File: config.mk
export PLATFORM = sky130hd
export DESIGN_NAME = idu_top
export DESIGN_NICKNAME = d
export VERILOG_FILES = /design/src/rtl/idu_top.sv
export SDC_FILE = /design/constraint.sdc
export NUM_CORES = 1
export LEC_CHECK = 0
export CAP_MARGIN = 10
export CORE_ASPECT_RATIO = 0.8
export CORE_MARGIN = 1.5
export CORE_UTILIZATION = 45
export CTS_BUF_LIST = sky130_fd_sc_hd__clkbuf_16
export DETAILED_ROUTE_END_ITERATION = 10
export PLACE_DENSITY = 0.83
export SETUP_SLACK_MARGIN = 0.2
export SLEW_MARGIN = 0
export SYNTH_ARGS = -nofsm -noshare
export SYNTH_HDL_FRONTEND = slang
export SYNTH_SLANG_ARGS = --single-unit
export TNS_END_PERCENT = 100
File: constraint.sdc
create_clock -name soc_clk -period 2.2 [get_ports soc_clk]
set_input_delay 0.44 -clock soc_clk [delete_from_list [all_inputs] [get_ports soc_clk]]
set_output_delay 0.44 -clock soc_clk [all_outputs]
set_load 0.005 [all_outputs]
File: src/rtl/idu_top.sv
// RV32I instruction decode unit: captures one instruction word per Fetch_ready strobe
// and presents the registered decode one cycle later with a single-cycle IDU_ready pulse.
module idu_top (
  input  logic        soc_clk,
  input  logic        IDU_reset,
  input  logic        Fetch_ready,
  input  logic [31:0] instruction,
  input  logic        IDU_stall,
  output logic        IDU_ready,
  output logic [5:0]  Instruction_to_CU,
  output logic [4:0]  Instruction_to_ALU,
  output logic [31:0] imm,
  output logic [4:0]  rd,
  output logic [4:0]  rs1,
  output logic [4:0]  rs2,
  output logic [4:0]  shamt,
  output logic [31:0] pc_increment,
  output logic [1:0]  pipeline_override,
  output logic        invalid_instruction,
  output logic        state_dbg
);

  localparam logic [4:0] ALU_ADD = 5'd0,  ALU_SUB = 5'd1,  ALU_SLL = 5'd2,  ALU_SLT = 5'd3;
  localparam logic [4:0] ALU_SLTU = 5'd4, ALU_XOR = 5'd5,  ALU_SRL = 5'd6,  ALU_SRA = 5'd7;
  localparam logic [4:0] ALU_OR = 5'd8,   ALU_AND = 5'd9,  ALU_EQ = 5'd10,  ALU_NE = 5'd11;
  localparam logic [4:0] ALU_LT = 5'd12,  ALU_GE = 5'd13,  ALU_LTU = 5'd14, ALU_GEU = 5'd15;
  localparam logic [4:0] ALU_PASSB = 5'd16, ALU_NOP = 5'd31;

  localparam logic [6:0] OPC_LUI = 7'b0110111, OPC_AUIPC = 7'b0010111, OPC_JAL = 7'b1101111;
  localparam logic [6:0] OPC_JALR = 7'b1100111, OPC_BRANCH = 7'b1100011, OPC_LOAD = 7'b0000011;
  localparam logic [6:0] OPC_STORE = 7'b0100011, OPC_OPIMM = 7'b0010011, OPC_OP = 7'b0110011;
  localparam logic [6:0] OPC_FENCE = 7'b0001111, OPC_SYSTEM = 7'b1110011;

  localparam logic [6:0] F7_BASE = 7'b0000000, F7_ALT = 7'b0100000;

  // Handshake: Fetch_ready is a valid strobe with no backpressure; an instruction is taken on
  // any edge where Fetch_ready=1 and IDU_stall=0. IDU_stall is the only hold, freezing everything.
  typedef enum logic {ST_IDLE = 1'b0, ST_PENDING = 1'b1} state_t;

  state_t      state, state_nxt;
  logic [31:0] inst_q;

  logic [6:0]  opc, f7;
  logic [2:0]  f3;
  logic [31:0] imm_i, imm_s, imm_b, imm_u, imm_j;
  logic        ok;
  logic [5:0]  d_cu;
  logic [4:0]  d_alu, d_rd, d_rs1, d_rs2, d_shamt;
  logic [31:0] d_imm, d_pc;
  logic [1:0]  d_ovr;

  assign opc   = inst_q[6:0];
  assign f3    = inst_q[14:12];
  assign f7    = inst_q[31:25];
  assign imm_i = {{20{inst_q[31]}}, inst_q[31:20]};
  assign imm_s = {{20{inst_q[31]}}, inst_q[31:25], inst_q[11:7]};
  assign imm_b = {{19{inst_q[31]}}, inst_q[31], inst_q[7], inst_q[30:25], inst_q[11:8], 1'b0};
  assign imm_u = {inst_q[31:12], 12'b0};
  assign imm_j = {{11{inst_q[31]}}, inst_q[31], inst_q[19:12], inst_q[20], inst_q[30:21], 1'b0};

  assign state_dbg = state;

  always_comb begin
    state_nxt = state;
    if (!IDU_stall) state_nxt = Fetch_ready ? ST_PENDING : ST_IDLE;
  end

  always_ff @(posedge soc_clk) begin
    if (IDU_reset) state <= ST_IDLE;
    else           state <= state_nxt;
  end

  // Fields are filled freely per opcode; the final !ok block scrubs them to the illegal pattern.
  always_comb begin
    ok      = 1'b0;
    d_cu    = 6'd0;
    d_alu   = ALU_NOP;
    d_imm   = 32'd0;
    d_rd    = 5'd0;
    d_rs1   = 5'd0;
    d_rs2   = 5'd0;
    d_shamt = 5'd0;
    d_pc    = 32'd4;
    d_ovr   = 2'b00;
    if (inst_q[1:0] == 2'b11) begin
      case (opc)
        OPC_LUI:   begin ok = 1'b1; d_cu = 6'd1; d_alu = ALU_PASSB; d_imm = imm_u; d_rd = inst_q[11:7]; end
        OPC_AUIPC: begin ok = 1'b1; d_cu = 6'd2; d_alu = ALU_ADD; d_imm = imm_u; d_rd = inst_q[11:7]; end
        OPC_JAL: begin
          ok = 1'b1; d_cu = 6'd3; d_alu = ALU_ADD; d_imm = imm_j; d_rd = inst_q[11:7];
          d_pc = imm_j; d_ovr = 2'b01;
        end
        OPC_JALR: begin
          ok = (f3 == 3'b000); d_cu = 6'd4; d_alu = ALU_ADD; d_imm = imm_i;
          d_rd = inst_q[11:7]; d_rs1 = inst_q[19:15]; d_ovr = 2'b01;
        end
        OPC_BRANCH: begin
          d_imm = imm_b; d_rs1 = inst_q[19:15]; d_rs2 = inst_q[24:20]; d_ovr = 2'b01;
          case (f3)
            3'b000:  begin ok = 1'b1; d_cu = 6'd5;  d_alu = ALU_EQ;  end
            3'b001:  begin ok = 1'b1; d_cu = 6'd6;  d_alu = ALU_NE;  end
            3'b100:  begin ok = 1'b1; d_cu = 6'd7;  d_alu = ALU_LT;  end
            3'b101:  begin ok = 1'b1; d_cu = 6'd8;  d_alu = ALU_GE;  end
            3'b110:  begin ok = 1'b1; d_cu = 6'd9;  d_alu = ALU_LTU; end
            3'b111:  begin ok = 1'b1; d_cu = 6'd10; d_alu = ALU_GEU; end
            default: ;
          endcase
        end
        OPC_LOAD: begin
          d_alu = ALU_ADD; d_imm = imm_i; d_rd = inst_q[11:7]; d_rs1 = inst_q[19:15]; d_ovr = 2'b10;
          case (f3)
            3'b000:  begin ok = 1'b1; d_cu = 6'd11; end
            3'b001:  begin ok = 1'b1; d_cu = 6'd12; end
            3'b010:  begin ok = 1'b1; d_cu = 6'd13; end
            3'b100:  begin ok = 1'b1; d_cu = 6'd14; end
            3'b101:  begin ok = 1'b1; d_cu = 6'd15; end
            default: ;
          endcase
        end
        OPC_STORE: begin
          d_alu = ALU_ADD; d_imm = imm_s; d_rs1 = inst_q[19:15]; d_rs2 = inst_q[24:20];
          case (f3)
            3'b000:  begin ok = 1'b1; d_cu = 6'd16; end
            3'b001:  begin ok = 1'b1; d_cu = 6'd17; end
            3'b010:  begin ok = 1'b1; d_cu = 6'd18; end
            default: ;
          endcase
        end
        OPC_OPIMM: begin
          d_imm = imm_i; d_rd = inst_q[11:7]; d_rs1 = inst_q[19:15];
          case (f3)
            3'b000: begin ok = 1'b1; d_cu = 6'd19; d_alu = ALU_ADD;  end
            3'b010: begin ok = 1'b1; d_cu = 6'd20; d_alu = ALU_SLT;  end
            3'b011: begin ok = 1'b1; d_cu = 6'd21; d_alu = ALU_SLTU; end
            3'b100: begin ok = 1'b1; d_cu = 6'd22; d_alu = ALU_XOR;  end
            3'b110: begin ok = 1'b1; d_cu = 6'd23; d_alu = ALU_OR;   end
            3'b111: begin ok = 1'b1; d_cu = 6'd24; d_alu = ALU_AND;  end
            3'b001: begin
              ok = (f7 == F7_BASE); d_cu = 6'd25; d_alu = ALU_SLL; d_shamt = inst_q[24:20];
            end
            default: begin
              d_shamt = inst_q[24:20];
              if (f7 == F7_BASE)     begin ok = 1'b1; d_cu = 6'd26; d_alu = ALU_SRL; end
              else if (f7 == F7_ALT) begin ok = 1'b1; d_cu = 6'd27; d_alu = ALU_SRA; end
            end
          endcase
        end
        OPC_OP: begin
          d_rd = inst_q[11:7]; d_rs1 = inst_q[19:15]; d_rs2 = inst_q[24:20];
          if (f7 == F7_BASE) begin
            ok = 1'b1;
            case (f3)
              3'b000:  begin d_cu = 6'd28; d_alu = ALU_ADD;  end
              3'b001:  begin d_cu = 6'd30; d_alu = ALU_SLL;  end
              3'b010:  begin d_cu = 6'd31; d_alu = ALU_SLT;  end
              3'b011:  begin d_cu = 6'd32; d_alu = ALU_SLTU; end
              3'b100:  begin d_cu = 6'd33; d_alu = ALU_XOR;  end
              3'b101:  begin d_cu = 6'd34; d_alu = ALU_SRL;  end
              3'b110:  begin d_cu = 6'd36; d_alu = ALU_OR;   end
              default: begin d_cu = 6'd37; d_alu = ALU_AND;  end
            endcase
          end else if (f7 == F7_ALT) begin
            if (f3 == 3'b000)      begin ok = 1'b1; d_cu = 6'd29; d_alu = ALU_SUB; end
            else if (f3 == 3'b101) begin ok = 1'b1; d_cu = 6'd35; d_alu = ALU_SRA; end
          end
        end
        OPC_FENCE: begin
          ok = 1'b1; d_cu = 6'd38; d_imm = imm_i; d_rd = inst_q[11:7]; d_rs1 = inst_q[19:15];
          d_ovr = 2'b11;
        end
        OPC_SYSTEM: begin
          d_ovr = 2'b11;
          if (inst_q == 32'h0000_0073)      begin ok = 1'b1; d_cu = 6'd39; end
          else if (inst_q == 32'h0010_0073) begin ok = 1'b1; d_cu = 6'd40; end
        end
        default: ;
      endcase
    end
    if (!ok) begin
      d_cu    = 6'd0;
      d_alu   = ALU_NOP;
      d_imm   = 32'd0;
      d_rd    = 5'd0;
      d_rs1   = 5'd0;
      d_rs2   = 5'd0;
      d_shamt = 5'd0;
      d_pc    = 32'd4;
      d_ovr   = 2'b11;
    end
  end

  always_ff @(posedge soc_clk) begin
    if (IDU_reset) begin
      inst_q              <= 32'd0;
      IDU_ready           <= 1'b0;
      Instruction_to_CU   <= 6'd0;
      Instruction_to_ALU  <= ALU_NOP;
      imm                 <= 32'd0;
      rd                  <= 5'd0;
      rs1                 <= 5'd0;
      rs2                 <= 5'd0;
      shamt               <= 5'd0;
      pc_increment        <= 32'd4;
      pipeline_override   <= 2'b00;
      invalid_instruction <= 1'b0;
    end else if (IDU_stall) begin
      IDU_ready <= 1'b0;
    end else begin
      IDU_ready <= (state == ST_PENDING);
      if (Fetch_ready) inst_q <= instruction;
      if (state == ST_PENDING) begin
        Instruction_to_CU   <= d_cu;
        Instruction_to_ALU  <= d_alu;
        imm                 <= d_imm;
        rd                  <= d_rd;
        rs1                 <= d_rs1;
        rs2                 <= d_rs2;
        shamt               <= d_shamt;
        pc_increment        <= d_pc;
        pipeline_override   <= d_ovr;
        invalid_instruction <= !ok;
      end
    end
  end

endmodule

==> impl_results.md, run 1 <==
* Reg2reg path depth at 8
* Portion of synthesized cell area occupied by the leading cell type at between 40% and 50%
* Net count after synthesis at about 780
* TritonCTS clock tree: yes
* Proportion of layout cells with a drive suffix above 1 at 22.5%
* TNS Setup at 0 ns
* Max H-tree Level at 4
* Highest metal used: met4
* GR Util All Layers at 32.1%
* HP Start: imm[26]
* Leakage at roughly 3.2 nW
* Half-perimeter wire length after detailed placement at 15000 µm
* Worst flop-to-flop path endpoint: rs1[4]
* Num Clock Sinks at 120
* M1 wire length at about 9500 µm
* Sequential-to-total area share from yosys stat at a little over two fifths
* Post-DRT Antenna Nets at 0
* Gr ovfl total at 0
* Commonest cells after routing, fill and taps aside: nand2_1, clkdlybuf4s50_1, dfxtp_1
* Mean area per synthesized cell at approximately 7.8 µm²
* Register-to-register setup slack at about 0.021 ns
* Leading post-synthesis cells by cell area: dfxtp_1, nand2_1, a21oi_1
* Final routed wirelength across all metal layers at between 20000 and 25000 µm
* Wire length on met3 at approximately 2300 µm
* Area occupied by multi-input gates at roughly 3100 µm²
* Number of pins exceeding their max-slew limit in the final report at 0
* Class of the worst hold path: reg -> reg
* RD Place Congestion at between 0.9 and 1
* Number of synthesized register bits at 120
* Number of DRC markers in iteration 0 at between 700 and 800
* Arrival time of the worst setup path at ~2.5 ns
* Global-route wire length before repair at ~33000 µm
* Fin. Hold Viols at 0
* Vias/cell at around 6
* Critical setup path kind: reg -> reg
* Die Height at 104 µm
* Post-synth ARST share at 0%
* Placeable core area at 12300 µm²
* Number of top-level pins at ~140
* Number of iterations in the first detailed-routing pass at 5
* Unrepaired setup endpoints after global routing: yes
* Startpoint class of the critical path: flop
* Synthesized instance count at around 740
* Actual transition at the worst max-transition pin at slightly above 0.7 ns
* Clock-pin slew on the worst setup and hold paths at approximately 0.060 ns
* Number of max-cap violations at 0
* Port Buf Inserts at around 130
* End of the worst hold path: imm[26]
* Number of synthesized flops with an enable pin at 0
* Final setup violation count at 0
* Most used DFF post-synth: dfxtp_1
* # diodes at 0
* Largest clock skew in the final design at roughly 0.013 ns
* Number of remaining DRC errors at 0
* Maximum number of pins on one net before global-route repair at 78
* Required time of the critical path at between 2 and 3 ns
* Met2 wire length at ~9900 µm
* Nature of the critical path endpoint: flop
* Post-Syn Area at between 5000 and 6000 µm²
* Initial core utilization at a little under half
* Run status: finished, final reports clean
* Avg WL per Cell at about 20 µm
* Number of antenna violations at the first check in global routing at 0
* Number of global-route vias before repair at 5962
* Period Utilization, post-route at between 90% and 100%
* Largest buffer count on any clock path at 2
* Overall die area at 13400 µm²
* Insertion delay to the later sink of the worst-skew pair at 0.41 ns
* Worst reg2reg startpoint: inst_q[14]
* Count of synthesis-stage warnings from yosys at 0
* Clk Tree Root Cell: clkbuf_16
* Detailed-route via count at ~6500
* Number of unique standard cell types used by synthesis at 65
* Die width at ~130 µm
* VDD IR max at ~0.58 mV
* Crit path setup slack, layout at around 0.021 ns
* Final layout net count at 960
* Instance count along the most critical hold path at 2
* Highest clock rate at 459 MHz
* CTS Hold Buffers Added at 0
* Worst-case setup slack after placement at -0.116 ns
* Number of CTS-inserted buffers at 17
* Reg area at roughly 2400 µm²
* Rel. slew slack at 52.3%
* Minimum clock period at 2.18 ns
* Power density over the cells at 642 nW/µm²
* Most common library cell in the layout ignoring fill and taps: nand2_1
* Critical path peak fanout at 5
* Most area-hungry cell type in the Yosys netlist: dfxtp_1
* Synthesis-to-finish area growth at 51.7%
* Standard-cell row count at 36
* Total of fill cells in the finished design at 931
## flip-flops by register name (all words and copies together) (netlist names), 5 cells and up
| register | count |
|---|---|
| rs2 | 5 |
| rs1 | 5 |
| Instruction_to_ALU | 5 |
| shamt | 5 |
| imm | 32 |
| rd | 5 |
| Instruction_to_CU | 6 |
| inst_q | 32 |
| pc_increment | 20 |
## worst max-delay path, stage by stage, from the launching register on
cell	delay [ns]
dfxtp_4	0.35
or2_4	0.23
buf_6	0.12
or4_4	0.43
nor4_4	0.19
a41o_2	0.23
buf_12	0.13
o21a_2	0.23
a32o_1	0.20
## logic make-up (layout without fill, tap and decap cells)
family	Yosys count	in the layout	synth area share, %
XOR/XNOR	5	5	0.764
flip-flops	120	120	41.9
adder cells (fa/ha/maj)	1	1	0.175
AO/OA/AOI/OAI	233	236	26.1
multiplexers	1	1	0.197
other	1	1	0.0655
buffers and inverters	88	282	7.71
AND/OR/NAND/NOR	290	290	23.1
## report_power, final
part / total (mW) / switching (mW) / internal [mW]
registers: 2.25 / 0.0439 / 2.21
logic: 0.561 / 0.316 / 0.246
clock network: 2.77 / 1.01 / 1.76
total: 5.58 / 1.37 / 4.21
## Yosys cell counts (6+ instances only)
| cell | number |
|---|---|
| a21oi_1 | 102 |
| a31oi_1 | 6 |
| a32o_1 | 17 |
| buf_1 | 6 |
| buf_4 | 14 |
| buf_6 | 7 |
| clkbuf_1 | 50 |
| dfxtp_1 | 120 |
| inv_1 | 6 |
| nand2_1 | 162 |
| nand2b_1 | 10 |
| nand3_1 | 25 |
| nor2_1 | 40 |
| nor2b_1 | 7 |
| nor3_1 | 13 |
| o2111ai_1 | 11 |
| o21ai_0 | 29 |
| o21ai_1 | 10 |
| o2bb2ai_1 | 11 |
## cell type report
type | instances | share of cell area [%]
multi-input cells | 534 | 36.0
flip-flops and latches | 120 | 27.8
repair buffers | 245 | 26.7
clock buffers | 17 | 4.90
well taps | 171 | 2.46
clock inverters | 14 | 1.84
inverters | 6 | 0.259
## routing by layer
layer | up-vias | global-route usage (%)
li1 | 2982 | -
met1 | 3038 | 44.6
met2 | 412 | 48.1
met3 | 54 | 8.54
met4 | 0 | 10.7
met5 | - | 0
## worst max-delay path by stage
stage / depth (start not counted) / to / start
global placement: 6 / rs1[2] / inst_q[4]
finish: 8 / rs1[4] / inst_q[14]
detailed placement: 6 / rs1[3] / inst_q[4]
CTS: 8 / imm[5] / inst_q[14]
floorplan: 10 / rs1[0] / inst_q[2]
global route: 8 / rs1[4] / inst_q[14]
## per-stage QoR
stage / area, µm² / cells / utilization (%) / total power, mW / hold WS, ns
floorplan: 5740 / 739 / - / 2.53 / 0.443
finish: 8690 / 1107 / 70.7 / 5.58 / 0.448
detailed placement: 7630 / 1053 / 62.1 / 2.80 / 0.440
global route: 8690 / 1107 / 70.7 / 5.72 / 0.452
global placement: 7630 / 1053 / 62.1 / 2.80 / 0.436
CTS: 8410 / 1098 / 68.4 / 5.54 / 0.434
## timing repair
item / 4_1_cts / 5_1_grt
endpoints found under the setup margin: 65 / 77
pin swaps: 4 / 24
gates cloned: 3 / 2
gates resized for setup: 21 / 55
setup buffers: 11 / 7
No activity file was read; power rests on OpenSTA's default activity.
==> run 2: changes to the inputs <==
Clock period 2.2 ns to 2.44 ns, I/O delays scaled along.
==> run 2 against run 1 <==
Net effect: cell count decreased by 4.2%; critical path depth decreased by 1; power decreased by 6.2%; sequential share of layout area increased by 1.8 points; largest power group unchanged.
==> impl_results.md, run 2 (synthesized netlist as in run 1, its figures left out) <==
* Number of remaining DRC errors at 0
* Final routed wirelength across all metal layers at approximately 21000 µm
* Run status: finished, final reports clean
* Crit path setup slack, layout at ~0.25 ns
* Synthesis-to-finish area growth at 41.8%
* CTS Hold Buffers Added at 0
* Crit path launch: inst_q[5]
* Half-perimeter wire length after detailed placement at approximately 14000 µm
* Global-route wire length before repair at 32000 µm
* Vias/cell at 5.89
* Critical-path cell with the highest stage delay: or2_2
* Largest buffer count on any clock path at 2
* Final setup violation count at 0
* Critical path peak fanout at 20
* Met2 wire length at 9020 µm
* Commonest cells after routing, fill and taps aside: nand2_1, clkdlybuf4s50_1, dfxtp_1
* Cell area after layout at 8120 µm²
* Die width at between 100 and 150 µm
* Nature of the critical path endpoint: flop
* GR Util All Layers at 31.0%
* Clk Tree Root Cell: clkbuf_16
* Clock-pin slew on the worst setup and hold paths at roughly 0.060 ns
* M1 wire length at 9220 µm
* Minimum clock period at around 2.2 ns
* Port Buf Inserts at 134
* Insertion delay to the later sink of the worst-skew pair at between 0.4 and 0.5 ns
* Power density over the cells at ~640 nW/µm²
* Gr ovfl total at 0
* Seq pwr share at 38.8%
* HP Start: imm[16]
* Cell Count, Final, Fillers Out at roughly 1100
* Post-Place Cells at approximately 1000
* Proportion of layout cells with a drive suffix above 1 at between 10% and 20%
* Unrepaired setup endpoints after global routing: yes
* Internal power consumption at between 3 and 4 mW
* Detailed-route via count at between 6000 and 7000
* Worst Hold Margin at roughly 0.45 ns
* Fin. Hold Viols at 0
* Number of DRC markers in iteration 0 at 746
* Post-layout utilization of the core at 66.0%
* Worst-case setup slack after placement at approximately 0.11 ns
* Period Utilization, post-route at between 80% and 90%
* Placeable core area at between 10000 and 15000 µm²
* Final layout net count at approximately 910
* Max H-tree Level at 4
* Most common library cell in the layout ignoring fill and taps: nand2_1
* Combinational Power Share at approximately 8.6%
* Leakage at 2.91 nW
* Arrival time of the worst setup path at about 2.5 ns
* Cell Area, Placed at 7350 µm²
* Maximum number of pins on one net before global-route repair at between 50 and 60
* Number of top-level pins at 136
* Number of iterations in the first detailed-routing pass at 6
* Actual transition at the worst max-transition pin at about 0.76 ns
* Number of global-route vias before repair at 5754
* Die Height at roughly 100 µm
* Critical setup path kind: reg -> reg
* Rel. slew slack at 49.0%
* Required time of the critical path at 2.73 ns
* Number of max-cap violations at 0
* Clock share of power at between 50 and 60%
* Ordered list of cells on the worst path: buf_4 -> nor3b_1 -> o21bai_1 -> a21boi_0 -> or2_2 -> o21ai_0 -> o21ai_1
* Num Clock Sinks at between 100 and 150
* Power Total at approximately 5.2 mW
* TNS Setup at 0 ns
* Number of antenna violations at the first check in global routing at 0
* Reg2reg path depth at 7
* Standard-cell row count at 36
* Largest clock skew in the final design at approximately 0.0073 ns
* Avg WL per Cell at between 15 and 20 µm
* Highest clock rate at between 400 and 500 MHz
* Biggest regs: imm (32), inst_q (32), pc_increment (20)
* Worst reg2reg startpoint: inst_q[5]
* Class of the worst hold path: reg -> reg
* RD Place Congestion at just over 1
* Instance count along the most critical hold path at 2
* # diodes at 0
* Initial core utilization at approximately 47%
* Overall die area at 13400 µm²
* Power dissipated by switching net loads at approximately 1.2 mW
* Startpoint class of the critical path: flop
* VDD IR max at roughly 0.49 mV
* TritonCTS clock tree: yes
* Slowest Stage Delay on Critical Path at approximately 0.41 ns
* Post-DRT Antenna Nets at 0
* Number of pins exceeding their max-slew limit in the final report at 0
* Highest metal used: met4
* Number of CTS-inserted buffers at 17
* Net switching share of the total power at 23.8%
* Wire length on met3 at 2250 µm
## run 2: routing by layer
layer / GRT usage [%] / vias up
met5: 0 / -
li1: - / 2875
met2: 46.0 / 411
met4: 9.31 / 0
met3: 6.33 / 48
met1: 45.1 / 2908
## run 2: worst paths after layout
kind,end,slack (ns)
worst min register to register,imm[16],0.45
worst max-delay path,imm[31],0.25
worst max register to register,imm[31],0.25
worst min-delay path,imm[16],0.45
## run 2: critical path, delay by kind of cell (launching register included)
kind,cells,cell delay [ns]
flip-flops,1,0.39
AO/OA/AOI/OAI,4,0.86
buffers and inverters,1,0.28
AND/OR/NAND/NOR,2,0.53
## run 2: what timing repair did
item,in CTS,in global routing
setup endpoints to repair,27,47
gates resized for setup,4,16
pin swaps,0,4
buffers inserted,0,3
cloned,0,2
## run 2: area by class of cell
cell class	count	area [µm²]
clock buffer	17	425
clock inverter	15	225
fill	1005	4180
inverter	6	22.5
multi-input combinational	533	2970
sequential	120	2410
tap	171	214
timing repair buffer	198	1850
## run 2: power by group through the flow
stage          clock, mW  combinational, mW  sequential [mW]
2_1_floorplan          0              0.230             2.05
3_3_place_gp           0              0.427             2.07
3_5_place_dp           0              0.424             2.07
4_1_cts             2.77              0.430             2.03
5_1_grt             2.85              0.480             2.03
6_report            2.75              0.448             2.03
